`config.mk`:
```
export PLATFORM = sky130hd
export DESIGN_NAME = fp_accum_seq
export DESIGN_NICKNAME = d
export VERILOG_FILES = /design/src/rtl/fp_accum_seq.sv
export SDC_FILE = /design/constraint.sdc
export NUM_CORES = 1
export LEC_CHECK = 0
export CAP_MARGIN = 20
export CELL_PAD_IN_SITES_DETAIL_PLACEMENT = 0
export CELL_PAD_IN_SITES_GLOBAL_PLACEMENT = 2
export CORE_MARGIN = 4
export CORE_UTILIZATION = 23
export CTS_BUF_LIST = sky130_fd_sc_hd__clkbuf_4
export DETAILED_ROUTE_END_ITERATION = 7
export PLACE_DENSITY_LB_ADDON = 0.1
export SYNTH_ARGS = -nofsm -noshare
export SYNTH_HDL_FRONTEND = slang
export SYNTH_SLANG_ARGS = --single-unit
export TNS_END_PERCENT = 20
```
`constraint.sdc`:
```
create_clock -name clk -period 2.22 [get_ports clk]
set_clock_uncertainty 0.2 [all_clocks]
set_input_delay 0.444 -clock clk [delete_from_list [all_inputs] [get_ports clk]]
set_output_delay 0.444 -clock clk [all_outputs]
set_load 0.02 [all_outputs]
```
`src/rtl/fp_accum_seq.sv`:
```
// fp_accum_seq: sequential accumulator for IEEE-754 single-precision vectors.
// The block does no floating-point arithmetic of its own. Each partial sum is
// produced by an external combinational adder (add_a/add_b -> add_sum) and is
// stored bit-exact.
//
// Ports:
//   clk, rst_n           clock, synchronous active-low reset
//   in_data/in_valid/    element stream; in_last marks the final element
//   in_last/in_ready     of a vector
//   add_a/add_b/add_sum  interface to the external combinational FP adder
//   out_data/out_count/  result (sum and saturating element count) and its
//   out_valid/out_ready  handshake
module fp_accum_seq #(
  parameter int COUNT_W = 8
) (
  input  logic               clk,
  input  logic               rst_n,
  input  logic [31:0]        in_data,
  input  logic               in_valid,
  input  logic               in_last,
  output logic               in_ready,
  output logic [31:0]        add_a,
  output logic [31:0]        add_b,
  input  logic [31:0]        add_sum,
  output logic [31:0]        out_data,
  output logic [COUNT_W-1:0] out_count,
  output logic               out_valid,
  input  logic               out_ready
);

  typedef enum logic [1:0] {
    IDLE  = 2'd0,
    ACCUM = 2'd1,
    ADD   = 2'd2,
    DONE  = 2'd3
  } state_t;

  localparam logic [COUNT_W-1:0] CNT_MAX = '1;

  state_t             state;
  state_t             state_nxt;
  logic [31:0]        acc;
  logic [31:0]        b_reg;
  logic [COUNT_W-1:0] count;
  logic               last_reg;

  // Element count sticks at all-ones rather than wrapping back to zero.
  function automatic logic [COUNT_W-1:0] sat_inc(input logic [COUNT_W-1:0] c);
    return (c == CNT_MAX) ? c : c + COUNT_W'(1);
  endfunction

  // Adder operands come straight from registers, so they stay still while
  // in_data toggles; the adder output is only consumed in ADD.
  assign add_a     = acc;
  assign add_b     = b_reg;
  assign out_data  = acc;
  assign out_count = count;

  always_comb begin
    state_nxt = state;
    in_ready  = 1'b0;
    out_valid = 1'b0;
    case (state)
      IDLE: begin
        in_ready = 1'b1;
        if (in_valid) state_nxt = in_last ? DONE : ACCUM;
      end
      ACCUM: begin
        in_ready = 1'b1;
        if (in_valid) state_nxt = ADD;
      end
      ADD: begin
        state_nxt = last_reg ? DONE : ACCUM;
      end
      DONE: begin
        out_valid = 1'b1;
        if (out_ready) state_nxt = IDLE;
      end
      default: state_nxt = IDLE;
    endcase
  end

  always_ff @(posedge clk) begin
    if (!rst_n) begin
      state    <= IDLE;
      acc      <= '0;
      b_reg    <= '0;
      count    <= '0;
      last_reg <= 1'b0;
    end else begin
      state <= state_nxt;
      case (state)
        // First element of a vector seeds the accumulator without an add;
        // this also overwrites whatever the previous vector left behind.
        IDLE: begin
          if (in_valid) begin
            acc   <= in_data;
            count <= COUNT_W'(1);
          end
        end
        ACCUM: begin
          if (in_valid) begin
            b_reg    <= in_data;
            last_reg <= in_last;
          end
        end
        ADD: begin
          acc   <= add_sum;
          count <= sat_inc(count);
        end
        default: ;
      endcase
    end
  end

endmodule

```
**After elaboration in Yosys (flattened, before gate mapping)**

Cells that the tools add are included.

- Reduce and logical (&&, ||, !) cells: 7
- Multiplexer cells: 13
- Add/sub/neg operators: 1
- Eq/ne operators: 8

Operator list:

| kind | count |
|---|---|
| $pmux 32 s2 | 1 |
| $mux 32 | 1 |
| $mux 8 | 2 |
| $pmux 8 s2 | 1 |
| $mux 2 | 5 |
| $add 8x1->8 const B | 1 |
| $eq 8x8->1 const B | 1 |
| $ne 2x2->1 const B | 4 |
| $pmux 2 s4 | 1 |
| $reduce_and 3->1 | 2 |
| $eq 2x2->1 const B | 2 |
| $reduce_and 2->1 | 2 |
| $eq 2x1->1 const B | 1 |
| $logic_not 2->1 | 1 |
| $mux 1 | 2 |
| $reduce_bool 2->1 | 1 |
| $reduce_or 2->1 | 1 |

- Output and inout port bits: 106
- Input port bits: 69
- Word-level logic and storage cells: 34
- Bits in registers: 75

**Depth between registers and ports, before layout**

Gate-level depths: netlist of run 1.

- Word-level depth: 3
- Gate-level depth with buffers: 6
- Gate-level depth less buffers: 4

**Least setup slack after synthesis of run 1**

No wires, ideal clock.

- Kind: register to output
- Start point: reg state[0]
- End point: out out_valid
- Buffers on the path: 3
- Cell stages (with the launch flop): 5
- Slack: 0.448 ns
- Arrival: 1.128 ns
- Cell sequence: dfxtp_1 buf_6 buf_2 clkbuf_1 and2_1

- Word-level cells in the longest chain between the ends: 2

Ends and longest elaborated chain:

| item | RTL line | text |
|---|---|---|
| start, declared | 40 | `state_t state;` |
| start signal, assigned | 91 | `state <= state_nxt;` |
| $eq 2x2->1 | 63 | `case (state)` |
| $mux 1 | 63 |  |
| end, declared | 27 | `output logic out_valid,` |

Every way passes these cells.

**Worst setup path in the final report of run 1**

- Start point: reg acc[0] (netlist: add_a[0])
- End point: out out_data[0]

RTL lines:

| item | RTL line | text |
|---|---|---|
| start, declared | 42 | `logic [31:0] acc;` |
| start signal, assigned | 97 | `acc <= in_data;` |
| start signal, assigned | 108 | `acc <= add_sum;` |
| end, declared | 25 | `output logic [31:0] out_data,` |

No word-level cell between the ends.

==> results.txt, run 1 <==
Among all stages on the critical path, the largest delay is contributed by sky130_fd_sc_hd__clkdlybuf4s50_1. Cell area after synthesis: 3560 um2. CTS built an H-tree with a depth of 3.

The first TritonRoute pass finished after 5 iterations. The maximum fanout count along the critical path was 3. TritonCTS built the clock tree. The critical path goes through clkdlybuf4s50_1. The initial utilization of the core area, before any placement, comes to 23.4%. The achievable clock frequency came out at 0.467 GHz. For the standby leakage power, the log shows 2.01 nW. The number of clock sinks was 75. The total number of vias is 3427.

The share of final-layout standard cells stronger than drive strength 1 was 12.5%; the number of endpoints failing setup at the final stage was 0. Dividing the detail-routed wire length by the instance count gives 18.1 um. The critical path is of the reg2out type.

The share of total power dissipated in sequential elements is 40.6%. The logs give 0 for the number of nets still failing antenna checks after routing and 30.4% for the proportion of power drawn by combinational gates. For the number of antenna violations at the first check in global routing, the log shows 2. Category of the worst setup path launch point: a flop. Cell internal power was estimated by the tool at 2.61 mW.

The total length of routed wires came out at 13.0 mm. On the worst path, the slowest cell contributes a delay of 0.63 ns. The maximum root-to-sink buffer count came out at 2. The tools report the max-cap check violation count as 0.

The analysis attributes to net switching a power of 1.18 mW. The run gives 1563 as the number of fillers in the final layout. VDD sags by at most 0.317 mV. The number of nets handed over by synthesis was 465. The tree is rooted in a sky130_fd_sc_hd__clkbuf_4. The run gives 75 as the maximum number of pins on one net before global-route repair. The path class of the lowest-slack min-delay path was reg2reg.

The die covers 17500 um2. The minimum setup slack after placement was 0.374 ns; the count of synthesis-stage warnings from yosys was 0. Clock network latency to the later pin of the worst-skew pair: 0.45 ns.

The detailed router finished its first iteration with 194 violations. Number of input and output port buffers inserted: 174. Buffers inserted to repair hold after CTS numbered 0. The area overhead of the layout relative to synthesis works out to 52.2%. At the end of the flow, the number of nets in the layout was 593.

The number of clock buffers added by TritonCTS is 9. The final critical-path setup slack is 0.0771 ns, and the max-slew violation total from the final report is 0. Data on the critical path arrives at its endpoint at 1.50 ns. The total power divided by cell area works out to 700 nW/um2. In the finished design, the share of the clock period the worst path needs comes to 96.5%.

The post-synthesis cell type with the largest combined area was sky130_fd_sc_hd__dfxtp_1. The final sum of negative setup slack is 0 ns. The tools report the count of different cell masters after synthesis as 41. For the remaining max-slew budget at the tightest pin, the log shows 72.1%. The kind of cell with the highest combined delay along the critical path is buffers and inverters. The hold violation total from the final report was 0. Setup repair after global routing left no endpoint under its margin. The run finished with clean final reports. The fraction of power consumed by the clock network came out at 29.0%. Global-route wire length before repair: 20.0 mm. Summed over all layers, the global routing overflow is 0.

Global routing consumed, over all layers together, 14.5% of the routing resources. The tools report the remaining design rule violation count as 0. The height of the chip was 132 um. Detailed-placement wirelength estimate: 8.80 mm. The number of global-route vias before repair is 3502, and the average via count per standard cell is 4.77. At the pin with the least slew margin, the transition time is 0.419 ns. The tools report the standard-cell row count as 45. STA puts the critical path data required time at 1.58 ns.

The clock transition time at the flip-flop clock pins of the worst setup and hold paths works out to 0.14 ns. The share of the Yosys chip area taken by registers is 42.2%. The count of mapped cells out of synthesis came out at 395. Counting flops and latches in the post-synthesis netlist gives 75. In the post-synthesis netlist, the biggest area contributors are sky130_fd_sc_hd__dfxtp_1 42%, sky130_fd_sc_hd__o221a_2 10%, sky130_fd_sc_hd__a2bb2oi_1 7.9%. The die extent in x was 132 um. Pin placement for this block handled 175 I/O pins. The share of the synthesized area in the top cell type was 42.2%; the routability congestion estimate was 0.785. STA classifies the critical path endpoint as a primary output. The area inside the core boundary was 15200 um2; the number of buffers and inverters on the critical path was 1. In this run switching power makes up 31.2% of total power. In this run the mean area of a mapped cell was 9.01 um2.

The clock period could shrink to 2.14 ns.
[power by group through the flow]
stage	Clock [mW]	Combinational [mW]	Sequential, mW
2_1_floorplan	0	0.550	1.68
3_3_place_gp	0	1.17	1.57
3_5_place_dp	0	1.17	1.58
4_1_cts	1.15	1.17	1.55
5_1_grt	1.20	1.23	1.56
6_report	1.10	1.15	1.54
[logic make-up (layout without fill, tap and decap cells)]
kind of cell    Yosys count  count (layout)  synth area share [%]
compound gates          121             121                  30.2
xor+xnor                  1               1                 0.246
fa+ha+maj                 1               1                 0.352
buf+inv                  71             204                  11.7
flops                    75              75                  42.2
other cells               0               2                     0
simple gates            126             126                  15.2
[layer usage]
metal	wire length, um	vias up	part of all wire [%]	global-route usage (%)
li1	-	1658	-	-
met1	6090	1643	47	19.0
met2	6040	108	46	23.0
met3	643	16	4.9	3.59
met4	215	2	1.7	5.54
met5	20	-	0.15	0
[final cells by class]
type / count / area, um2 / share of cell area [%]
antenna: 2 / 5.00 / 0.0924
tap: 188 / 235 / 4.34
sequential: 75 / 1500 / 27.8
inverter: 1 / 3.75 / 0.0693
timing repair buffer: 187 / 1840 / 34.1
multi-input combinational: 249 / 1640 / 30.3
clock buffer: 9 / 67.6 / 1.25
clock inverter: 7 / 116 / 2.15
[Yosys cell counts (all sizes together)]
library cell / instances
o221a: 32
a21boi: 33
and3b: 2
and2: 1
and3: 1
and4: 4
or4b: 1
ha: 1
o2111ai: 1
a21o: 1
nor3: 1
clkinv: 1
o21ai: 2
a311oi: 1
a2bb2oi: 32
o2111a: 1
o211a: 2
xor2: 1
o21bai: 1
a41oi: 3
buf: 52
nand4: 3
nor2b: 1
o311ai: 1
a21oi: 3
nand3b: 1
o21a: 1
nor2: 34
nand3: 7
dfxtp: 75
a211oi: 2
nand2: 69
o21ba: 1
o211ai: 2
nor4: 1
clkbuf: 18
a31oi: 2
[what timing repair did]
action	in CTS	in global routing
endpoints found under the setup margin	8	0
resized for setup	8	0
setup buffers	0	0
[cell usage in the layout (no fill, tap or decap), types with 2 or more instances in the layout]
cell / n
sky130_fd_sc_hd__buf_12: 2
sky130_fd_sc_hd__bufinv_16: 3
sky130_fd_sc_hd__and4_1: 4
sky130_fd_sc_hd__a2bb2oi_1: 32
sky130_fd_sc_hd__buf_2: 2
sky130_fd_sc_hd__clkbuf_4: 9
sky130_fd_sc_hd__o21ai_0: 2
sky130_fd_sc_hd__dfxtp_2: 2
sky130_fd_sc_hd__diode_2: 2
sky130_fd_sc_hd__nor2_1: 34
sky130_fd_sc_hd__clkinv_4: 2
sky130_fd_sc_hd__o211ai_1: 2
sky130_fd_sc_hd__dlygate4sd2_1: 8
sky130_fd_sc_hd__a21oi_1: 3
sky130_fd_sc_hd__a31oi_1: 2
sky130_fd_sc_hd__a211oi_1: 2
sky130_fd_sc_hd__nand4_1: 3
sky130_fd_sc_hd__nand2_1: 69
sky130_fd_sc_hd__o221a_2: 32
sky130_fd_sc_hd__buf_4: 11
sky130_fd_sc_hd__nand3_1: 7
sky130_fd_sc_hd__dfxtp_1: 73
sky130_fd_sc_hd__o211a_1: 2
sky130_fd_sc_hd__clkinv_1: 2
sky130_fd_sc_hd__a41oi_1: 3
sky130_fd_sc_hd__a21boi_0: 28
sky130_fd_sc_hd__and3b_1: 2
sky130_fd_sc_hd__clkdlybuf4s50_1: 164
sky130_fd_sc_hd__a21boi_1: 5
[path summary, 6_finish.rpt]
check	startpoint	endpoint	slack [ns]	depth (start not counted)
hold / removal	add_b[6]	add_b[6]	0.26	2
setup / recovery	add_a[0]	out_data[0]	0.08	1
setup reg to reg	state[1]	out_count[6]	0.36	4
hold reg to reg	add_b[6]	add_b[6]	0.26	2
[stage by stage]
| step | cell area (um2) | cells | utilization (%) | hold WS, ns | power, mW |
|---|---|---|---|---|---|
| 2_1_floorplan | 3560 | 395 | - | 0.244 | 2.23 |
| 3_3_place_gp | 5240 | 700 | 34.4 | 0.244 | 2.74 |
| 6_report | 5410 | 718 | 35.6 | 0.265 | 3.79 |
| 5_1_grt | 5410 | 718 | 35.6 | 0.282 | 3.99 |
| 3_5_place_dp | 5240 | 700 | 34.4 | 0.249 | 2.74 |
| 4_1_cts | 5410 | 716 | 35.6 | 0.250 | 3.87 |
Note: power is estimated with default switching activity, not from simulation.
==> run 2: changes to the inputs <==
--- a/config.mk
+++ b/config.mk
@@ -11,6 +11,7 @@
 export CORE_MARGIN = 4
 export CORE_UTILIZATION = 23
 export CTS_BUF_LIST = sky130_fd_sc_hd__clkbuf_4
+export CTS_CLUSTER_SIZE = 10
 export DETAILED_ROUTE_END_ITERATION = 7
 export PLACE_DENSITY_LB_ADDON = 0.1
 export SYNTH_ARGS = -nofsm -noshare
==> results of run 2 <==
No change in the layout: final DEF, timing and power equal those of run 1.
